--- config.mk ---
export PLATFORM = sky130hd
export DESIGN_NAME = im2col_addr_gen_flat
export DESIGN_NICKNAME = d
export VERILOG_FILES = /design/src/rtl/im2col_pkg.sv /design/src/rtl/im2col_addr_gen_if.sv /design/src/rtl/im2col_loop_cnt.sv /design/src/rtl/im2col_addr_gen.sv /design/src/flat_wrapper.sv
export SDC_FILE = /design/constraint.sdc
export NUM_CORES = 1
export LEC_CHECK = 0
export CORE_AREA = 2 2 211 213
export CTS_BUF_LIST = sky130_fd_sc_hd__clkbuf_8 sky130_fd_sc_hd__clkbuf_16
export DETAILED_ROUTE_END_ITERATION = 16
export DIE_AREA = 0 0 213 215
export MAX_ROUTING_LAYER = met4
export PLACE_DENSITY = 0.8
export RECOVER_POWER = 100
export SLEW_MARGIN = 20
export SYNTH_ARGS = -nofsm -noshare
export SYNTH_HDL_FRONTEND = slang
export SYNTH_SLANG_ARGS = --single-unit
--- constraint.sdc ---
create_clock -name clk -period 34.1 [get_ports clk]
set_input_delay 5.115 -clock clk [delete_from_list [all_inputs] [get_ports clk]]
set_output_delay 5.115 -clock clk [all_outputs]
set_load 0.02 [all_outputs]
--- src/rtl/im2col_pkg.sv ---
// Shared state encoding and default widths for the im2col address generator.
package im2col_pkg;

    localparam int TENSOR_W_D = 8;
    localparam int KERNEL_W_D = 4;
    localparam int CHAN_W_D   = 8;
    localparam int STRIDE_W_D = 3;
    localparam int KNUM_W_D   = 8;
    localparam int PAD_W_D    = 2;
    localparam int ADDR_W_D   = 20;

    localparam logic [1:0] ST_IDLE = 2'd0;
    localparam logic [1:0] ST_INIT = 2'd1;
    localparam logic [1:0] ST_RUN  = 2'd2;
    localparam logic [1:0] ST_DONE = 2'd3;

endpackage

--- src/rtl/im2col_addr_gen_if.sv ---
// Address-pair stream between the generator (master) and the SRAM read side (slave).
interface im2col_addr_gen_if #(
    parameter int ADDR_W = 20
);
    logic              o_valid;
    logic              i_ready;
    logic [ADDR_W-1:0] o_tensor_addr;
    logic [ADDR_W-1:0] o_weight_addr;
    logic              o_pad;

    modport master (output o_valid, output o_tensor_addr, output o_weight_addr,
                    output o_pad, input i_ready);
    modport slave  (input o_valid, input o_tensor_addr, input o_weight_addr,
                    input o_pad, output i_ready);
endinterface

--- src/rtl/im2col_loop_cnt.sv ---
// Six-level oy/ox/kn/c/ky/kx counter nest; next values are exposed so the top
// can register addresses for the beat that becomes current after the edge.
module im2col_loop_cnt
    import im2col_pkg::*;
#(
    parameter int OD_W     = 11,
    parameter int KNUM_W   = 8,
    parameter int CHAN_W   = 8,
    parameter int KERNEL_W = 4
) (
    input  logic                clk,
    input  logic                rstn,
    input  logic                clr,
    input  logic                adv,
    input  logic [OD_W-1:0]     o_dim,
    input  logic [KNUM_W-1:0]   n_num,
    input  logic [CHAN_W-1:0]   c_num,
    input  logic [KERNEL_W-1:0] k_num,
    output logic [OD_W-1:0]     oy_n,
    output logic [OD_W-1:0]     ox_n,
    output logic [KNUM_W-1:0]   kn_n,
    output logic [CHAN_W-1:0]   c_n,
    output logic [KERNEL_W-1:0] ky_n,
    output logic [KERNEL_W-1:0] kx_n,
    output logic                last
);
    logic [OD_W-1:0]     oy_r, ox_r;
    logic [KNUM_W-1:0]   kn_r;
    logic [CHAN_W-1:0]   c_r;
    logic [KERNEL_W-1:0] ky_r, kx_r;
    logic oy_w, ox_w, kn_w, c_w, ky_w, kx_w;

    assign oy_w = (oy_r == o_dim - OD_W'(1'b1));
    assign ox_w = (ox_r == o_dim - OD_W'(1'b1));
    assign kn_w = (kn_r == n_num - KNUM_W'(1'b1));
    assign c_w  = (c_r  == c_num - CHAN_W'(1'b1));
    assign ky_w = (ky_r == k_num - KERNEL_W'(1'b1));
    assign kx_w = (kx_r == k_num - KERNEL_W'(1'b1));
    assign last = oy_w & ox_w & kn_w & c_w & ky_w & kx_w;

    // Innermost-first carry chain, stepping only on an accepted beat.
    always_comb begin
        oy_n = oy_r; ox_n = ox_r; kn_n = kn_r;
        c_n  = c_r;  ky_n = ky_r; kx_n = kx_r;
        if (clr) begin
            oy_n = '0; ox_n = '0; kn_n = '0;
            c_n  = '0; ky_n = '0; kx_n = '0;
        end else if (adv) begin
            if (!kx_w) kx_n = kx_r + KERNEL_W'(1'b1);
            else begin
                kx_n = '0;
                if (!ky_w) ky_n = ky_r + KERNEL_W'(1'b1);
                else begin
                    ky_n = '0;
                    if (!c_w) c_n = c_r + CHAN_W'(1'b1);
                    else begin
                        c_n = '0;
                        if (!kn_w) kn_n = kn_r + KNUM_W'(1'b1);
                        else begin
                            kn_n = '0;
                            if (!ox_w) ox_n = ox_r + OD_W'(1'b1);
                            else begin
                                ox_n = '0;
                                if (!oy_w) oy_n = oy_r + OD_W'(1'b1);
                                else       oy_n = '0;
                            end
                        end
                    end
                end
            end
        end else begin
            kx_n = kx_r;
        end
    end

    // Counter state registers.
    always_ff @(posedge clk) begin
        if (!rstn) begin
            oy_r <= '0; ox_r <= '0; kn_r <= '0;
            c_r  <= '0; ky_r <= '0; kx_r <= '0;
        end else begin
            oy_r <= oy_n; ox_r <= ox_n; kn_r <= kn_n;
            c_r  <= c_n;  ky_r <= ky_n; kx_r <= kx_n;
        end
    end
endmodule

--- src/rtl/im2col_addr_gen.sv ---
// im2col tensor/weight address-pair generator with start/done and valid/ready.
// Zero padding is compiled in only when the PAD_EN macro is defined.
module im2col_addr_gen
    import im2col_pkg::*;
#(
    parameter int TENSOR_W = TENSOR_W_D,
    parameter int KERNEL_W = KERNEL_W_D,
    parameter int CHAN_W   = CHAN_W_D,
    parameter int STRIDE_W = STRIDE_W_D,
    parameter int KNUM_W   = KNUM_W_D,
    parameter int PAD_W    = PAD_W_D,
    parameter int ADDR_W   = ADDR_W_D
) (
    input  logic                clk,
    input  logic                rstn,
    input  logic                start,
    input  logic [TENSOR_W-1:0] tensor_size,
    input  logic [KERNEL_W-1:0] kernel_size,
    input  logic [CHAN_W-1:0]   channels,
    input  logic [STRIDE_W-1:0] stride,
    input  logic [KNUM_W-1:0]   kernel_nums,
    input  logic [PAD_W-1:0]    pad,
    im2col_addr_gen_if.master   bus,
    output logic                o_busy,
    output logic                o_done,
    output logic                o_err
);
    // SP_W holds T+2P; POS_W adds a bit so a negative row/column wraps above T.
    localparam int SP_W  = TENSOR_W + PAD_W + 1;
    localparam int POS_W = SP_W + 1;

    logic [1:0]          state_r;
    logic [TENSOR_W-1:0] t_r;
    logic [KERNEL_W-1:0] k_r;
    logic [CHAN_W-1:0]   c_r;
    logic [STRIDE_W-1:0] s_r;
    logic [KNUM_W-1:0]   n_r;
    logic [PAD_W-1:0]    p_s;
    logic [SP_W-1:0]     o_dim_r, span_s, odim_s;
    logic [STRIDE_W-1:0] s_safe_s;
    logic                valid_r, done_r, busy_r, err_r, pad_r, pad_s;
    logic [ADDR_W-1:0]   tadr_r, wadr_r, tadr_s, wadr_s;
    logic [POS_W-1:0]    row_s, col_s;
    logic                legal_s, hs_s, last_s;
    logic [SP_W-1:0]     oy_n, ox_n;
    logic [KNUM_W-1:0]   kn_n;
    logic [CHAN_W-1:0]   c_n;
    logic [KERNEL_W-1:0] ky_n, kx_n;

`ifdef PAD_EN
    logic [PAD_W-1:0] p_r;
    assign p_s = p_r;

    // Padding amount latched alongside the rest of the configuration.
    always_ff @(posedge clk) begin
        if (!rstn)                          p_r <= '0;
        else if (state_r == ST_IDLE && start) p_r <= pad;
        else                                p_r <= p_r;
    end
`else
    logic unused_pad;
    assign unused_pad = ^pad;
    assign p_s = '0;
`endif

    assign hs_s     = valid_r & bus.i_ready;
    assign span_s   = SP_W'(t_r) + SP_W'({p_s, 1'b0});
    assign s_safe_s = (s_r == '0) ? STRIDE_W'(1'b1) : s_r;
    assign odim_s   = (span_s - SP_W'(k_r)) / SP_W'(s_safe_s) + SP_W'(1'b1);
    assign legal_s  = (s_r != '0) && (k_r != '0) && (c_r != '0) && (n_r != '0) &&
                      (t_r != '0) && (SP_W'(k_r) <= span_s);

    im2col_loop_cnt #(
        .OD_W(SP_W), .KNUM_W(KNUM_W), .CHAN_W(CHAN_W), .KERNEL_W(KERNEL_W)
    ) u_cnt (
        .clk(clk), .rstn(rstn),
        .clr(state_r == ST_INIT), .adv((state_r == ST_RUN) && hs_s),
        .o_dim(o_dim_r), .n_num(n_r), .c_num(c_r), .k_num(k_r),
        .oy_n(oy_n), .ox_n(ox_n), .kn_n(kn_n), .c_n(c_n), .ky_n(ky_n), .kx_n(kx_n),
        .last(last_s)
    );

    // Address arithmetic for the beat that will be current after this edge.
    always_comb begin
        row_s  = POS_W'(oy_n) * POS_W'(s_r) + POS_W'(ky_n) - POS_W'(p_s);
        col_s  = POS_W'(ox_n) * POS_W'(s_r) + POS_W'(kx_n) - POS_W'(p_s);
        wadr_s = ((ADDR_W'(kn_n) * ADDR_W'(c_r) + ADDR_W'(c_n)) * ADDR_W'(k_r)
                  + ADDR_W'(ky_n)) * ADDR_W'(k_r) + ADDR_W'(kx_n);
        tadr_s = (ADDR_W'(c_n) * ADDR_W'(t_r) + ADDR_W'(row_s)) * ADDR_W'(t_r)
                 + ADDR_W'(col_s);
`ifdef PAD_EN
        pad_s = (row_s >= POS_W'(t_r)) || (col_s >= POS_W'(t_r));
`else
        pad_s = 1'b0;
`endif
        if (pad_s) tadr_s = '0;
        else       tadr_s = tadr_s;
    end

    // Layer FSM, configuration latch and status flags.
    always_ff @(posedge clk) begin
        if (!rstn) begin
            state_r <= ST_IDLE;
            t_r <= '0; k_r <= '0; c_r <= '0; s_r <= '0; n_r <= '0;
            o_dim_r <= '0;
            valid_r <= 1'b0; busy_r <= 1'b0; done_r <= 1'b0; err_r <= 1'b0;
        end else begin
            case (state_r)
                ST_IDLE: begin
                    if (start) begin
                        state_r <= ST_INIT;
                        busy_r  <= 1'b1;
                        err_r   <= 1'b0;
                        t_r <= tensor_size; k_r <= kernel_size; c_r <= channels;
                        s_r <= stride;      n_r <= kernel_nums;
                    end else begin
                        state_r <= ST_IDLE;
                    end
                end
                ST_INIT: begin
                    if (legal_s) begin
                        o_dim_r <= odim_s;
                        valid_r <= 1'b1;
                        state_r <= ST_RUN;
                    end else begin
                        err_r   <= 1'b1;
                        done_r  <= 1'b1;
                        state_r <= ST_DONE;
                    end
                end
                ST_RUN: begin
                    if (hs_s && last_s) begin
                        valid_r <= 1'b0;
                        done_r  <= 1'b1;
                        state_r <= ST_DONE;
                    end else begin
                        state_r <= ST_RUN;
                    end
                end
                ST_DONE: begin
                    done_r  <= 1'b0;
                    busy_r  <= 1'b0;
                    state_r <= ST_IDLE;
                end
                default: begin
                    valid_r <= 1'b0; busy_r <= 1'b0; done_r <= 1'b0;
                    state_r <= ST_IDLE;
                end
            endcase
        end
    end

    // Output address registers; unchanged counters keep them stable under stall.
    always_ff @(posedge clk) begin
        if (!rstn) begin
            tadr_r <= '0; wadr_r <= '0; pad_r <= 1'b0;
        end else if (state_r == ST_INIT || state_r == ST_RUN) begin
            tadr_r <= tadr_s; wadr_r <= wadr_s; pad_r <= pad_s;
        end else begin
            tadr_r <= tadr_r; wadr_r <= wadr_r; pad_r <= pad_r;
        end
    end

    assign bus.o_valid       = valid_r;
    assign bus.o_tensor_addr = tadr_r;
    assign bus.o_weight_addr = wadr_r;
    assign bus.o_pad         = pad_r;
    assign o_busy            = busy_r;
    assign o_done            = done_r;
    assign o_err             = err_r;
endmodule
--- src/flat_wrapper.sv ---
// flat-port wrapper written by rule: the top's interface ports become plain ports
module im2col_addr_gen_flat import im2col_pkg::*;
#(
    parameter int TENSOR_W = TENSOR_W_D,
    parameter int KERNEL_W = KERNEL_W_D,
    parameter int CHAN_W   = CHAN_W_D,
    parameter int STRIDE_W = STRIDE_W_D,
    parameter int KNUM_W   = KNUM_W_D,
    parameter int PAD_W    = PAD_W_D,
    parameter int ADDR_W   = ADDR_W_D
)
  (clk, rstn, start, tensor_size, kernel_size, channels, stride, kernel_nums, pad, o_busy, o_done, o_err, bus_o_valid, bus_o_tensor_addr, bus_o_weight_addr, bus_o_pad, bus_i_ready);
  im2col_addr_gen_if #(.ADDR_W(ADDR_W)) bus_i ();
  input  logic clk;
  input  logic rstn;
  input  logic start;
  input  logic [TENSOR_W-1:0] tensor_size;
  input  logic [KERNEL_W-1:0] kernel_size;
  input  logic [CHAN_W-1:0] channels;
  input  logic [STRIDE_W-1:0] stride;
  input  logic [KNUM_W-1:0] kernel_nums;
  input  logic [PAD_W-1:0] pad;
  output logic o_busy;
  output logic o_done;
  output logic o_err;
  output wire logic [$bits(bus_i.o_valid)-1:0] bus_o_valid;
  output wire logic [$bits(bus_i.o_tensor_addr)-1:0] bus_o_tensor_addr;
  output wire logic [$bits(bus_i.o_weight_addr)-1:0] bus_o_weight_addr;
  output wire logic [$bits(bus_i.o_pad)-1:0] bus_o_pad;
  input wire logic [$bits(bus_i.i_ready)-1:0] bus_i_ready;
  assign bus_o_valid = bus_i.o_valid;
  assign bus_o_tensor_addr = bus_i.o_tensor_addr;
  assign bus_o_weight_addr = bus_i.o_weight_addr;
  assign bus_o_pad = bus_i.o_pad;
  assign bus_i.i_ready = bus_i_ready;
  im2col_addr_gen #(.TENSOR_W(TENSOR_W), .KERNEL_W(KERNEL_W), .CHAN_W(CHAN_W), .STRIDE_W(STRIDE_W), .KNUM_W(KNUM_W), .PAD_W(PAD_W), .ADDR_W(ADDR_W)) u_core (.clk(clk), .rstn(rstn), .start(start), .tensor_size(tensor_size), .kernel_size(kernel_size), .channels(channels), .stride(stride), .kernel_nums(kernel_nums), .pad(pad), .bus(bus_i), .o_busy(o_busy), .o_done(o_done), .o_err(o_err));
endmodule
==> impl_metrics.toml <==
[logic_synthesis]
ys_seq_area_frac = 0.113
ys_types = 90
synth_nets = 3540
synth.ff_latch_count = 134
syn_area_per_cell_um2 = 8.04
ys_warn_count = 0
syn_area_mm2 = 0.0237
synth_top_cell_area_share = 0.235
synth-async-reset-ratio = 0
syn_inst = 2942
synthFlopType = "dfxtp_1"
yosys.area.top_type = "fa_1"
synth_area_leaders = "fa_1 (24%), ha_1 (15%), dfxtp_1 (11%)"
synth_edf_count = 0

[clocking]
postCtsResizedCells = 0
cts_setup_buffers = 0
clkLatencyLatePin_ns = 0.46
cts.sinks = 134
cts_made_buffers = 17
root_buffer = "clkbuf_16"
h-tree-depth = 4
clockBufferDepth = 2
cts_tree = "built"
hold_buffers = 0
cts.clk_slew.worst_paths_ns = 0.07

[die]
rows = 77
io_pins = 82
core_mm2 = 0.0436
die_h_um = 215
start_util = 0.542
dieWidth_um = 213
fp.dieArea_mm2 = 0.0458

[global_route]
grtUsageTotal = 0.264
grt-ovfl-total = 0
grt_pass1_vias = 20900
grt_max_degree = 88
grt_pass1_wl_mm = 96.9
antenna_found_initial = 2

[detailed_routing]
drt-initial-drc-count = 1189
firstDrtPassIters = 6
wl_mm = 57.0
via_per_inst = 5.69
drc_errors = 0
vias = 20200
ant_nets = 0
wl_per_cell_um = 16.0

[worst_setup_path]
startpoint_type = "flop"
crit_path_end_kind = "flop"
critPathKind = "reg2reg"
cp.arrival_ns = 23.32
cp_max_fo = 24
reg2regPathDepth = 87
slowest_delay_ns = 1.00
required_ns = 34.24
slowest_stage = "clkbuf_1"

[finish]
fillCellCount = 3782
nets = 3547
layout-drive-gt1-share = 0.0304
synthToLayoutAreaGrowth_pct = 7.64
final_cells = 3555
stdcell_area_mm2 = 0.0255

[timing]
fin_skew_ns = 0.0132
timing.hold.ws_ns = 0.463
setup_violations = 0
finalSetupTns_ns = 0
max_freq_mhz = 43.1
slew_headroom = -1.67
rsz0062_at_grt = "no"
tightest_slew_ns = 4.01
period_needed_ns = 23.18
drv_slew = 88
final_hold_viol_count = 0
fin_crit_sh = 0.680

[place]
place_congestion = 0.925
dp_hpwl_mm = 45.0
placedCellCount = 3522
portBuffers = 78
place_area_mm2 = 0.0249

[outcome]
status = "complete, but fails checks"
violations = "capacitance limit, slew limit"

[run]
drv_cap = 1

[worst_hold_path]
hold_class = "reg2reg"
min_path_cells = 2
-- synthesized netlist by cell type, drive strengths merged, types with 86 or more instances --
cell and count:
nor2 206, a21oi 171, nor3 104, nand2 383
clkbuf 96, inv 417, xnor2 131, dfxtp 134
o21ai 86, fa 278, ha 283, and2 164
-- layout by cell type, fill, tap and decap left out, types with 7 or more instances in the layout --
| cell type | count |
|---|---|
| a211oi_1 | 14 |
| a21o_1 | 23 |
| a21oi_1 | 166 |
| a31oi_1 | 7 |
| and2_0 | 13 |
| and2_1 | 150 |
| and3_1 | 16 |
| buf_4 | 17 |
| clkbuf_16 | 17 |
| clkdlybuf4s50_1 | 32 |
| dfxtp_1 | 134 |
| dlygate4sd3_1 | 46 |
| fa_1 | 278 |
| ha_1 | 283 |
| inv_1 | 414 |
| mux2i_1 | 22 |
| nand2_1 | 382 |
| nand2b_1 | 34 |
| nand3_1 | 49 |
| nand4_1 | 23 |
| nor2_1 | 205 |
| nor2b_1 | 23 |
| nor3_1 | 104 |
| nor3b_1 | 8 |
| nor4_1 | 12 |
| o21a_1 | 18 |
| o21ai_0 | 82 |
| o21bai_1 | 30 |
| o31ai_1 | 7 |
| or2_2 | 9 |
| or3_1 | 16 |
| xnor2_1 | 131 |
| xor2_1 | 66 |
-- area by class of cell --
type,count,area (um^2),area share
diodes,1,2.50,0.0000982
clock buffers,17,425,0.0167
clock inverters,15,183,0.00717
inverters,419,1580,0.0620
multi-input cells,2280,18900,0.744
flip-flops and latches,134,2680,0.105
well taps,592,741,0.0291
repair buffers,97,916,0.0360
-- flip-flops by register name, indices dropped and copies added, names as in the netlist --
name                      flops
u_core.u_cnt.oy_r            11
u_core.u_cnt.kx_r             4
u_core.u_cnt.c_r              8
u_core.bus.o_tensor_addr     20
u_core.k_r                    4
u_core.o_busy                 1
u_core.o_dim_r               11
u_core.u_cnt.kn_r             8
u_core.c_r                    8
u_core.t_r                    8
u_core.n_r                    8
u_core.state_r                2
u_core.u_cnt.ox_r            11
u_core.s_r                    3
u_core.o_done                 1
u_core.bus.o_weight_addr     20
u_core.o_err                  1
u_core.u_cnt.ky_r             4
u_core.bus.o_valid            1
-- worst max-delay path: cells and delay by family (launching register included) --
family	cells	cell delay [ns]
AO/OA/AOI/OAI	42	9.20
AND/OR/NAND/NOR	26	7.58
adder cells (fa/ha/maj)	14	4.13
buffers and inverters	4	1.49
flip-flops	1	0.31
XOR/XNOR	1	0.11
-- final timing paths --
| check | from | endpoint | slack (ns) |
|---|---|---|---|
| setup / recovery | u_core.t_r[0] | u_core.o_dim_r[10] | 10.92 |
| hold / removal | u_core.bus.o_tensor_addr[9] | u_core.bus.o_tensor_addr[9] | 0.46 |
| setup reg to reg | u_core.t_r[0] | u_core.o_dim_r[10] | 10.92 |
| hold reg to reg | u_core.bus.o_tensor_addr[9] | u_core.bus.o_tensor_addr[9] | 0.46 |
-- layer usage --
metal,up-vias,part of all wire,track usage
met2,597,0.51,0.461
li1,9548,-,-
met4,0,0.036,0.103
met3,170,0.051,0.0352
met5,-,0,-
met1,9898,0.40,0.306
-- through the flow --
| step | util | worst slack, ns |
|---|---|---|
| 6_report | 0.584 | 10.92 |
| 5_1_grt | 0.584 | 8.92 |
| 4_1_cts | 0.584 | 13.17 |
| 3_5_place_dp | 0.571 | 13.31 |
| 3_3_place_gp | 0.571 | 13.93 |
| 2_1_floorplan | - | 16.81 |
-- cells by family after synthesis --
group,Yosys count,share of synthesized area
flip-flops,134,0.113
XOR/XNOR,199,0.0748
multiplexers,27,0.0125
AO/OA/AOI/OAI,422,0.114
adder cells (fa/ha/maj),561,0.385
buffers and inverters,528,0.0850
AND/OR/NAND/NOR,1070,0.216
other,1,0.000158
Power is not shown: default switching activity piles up to over one toggle a cycle in this logic, so the estimate is an artifact.
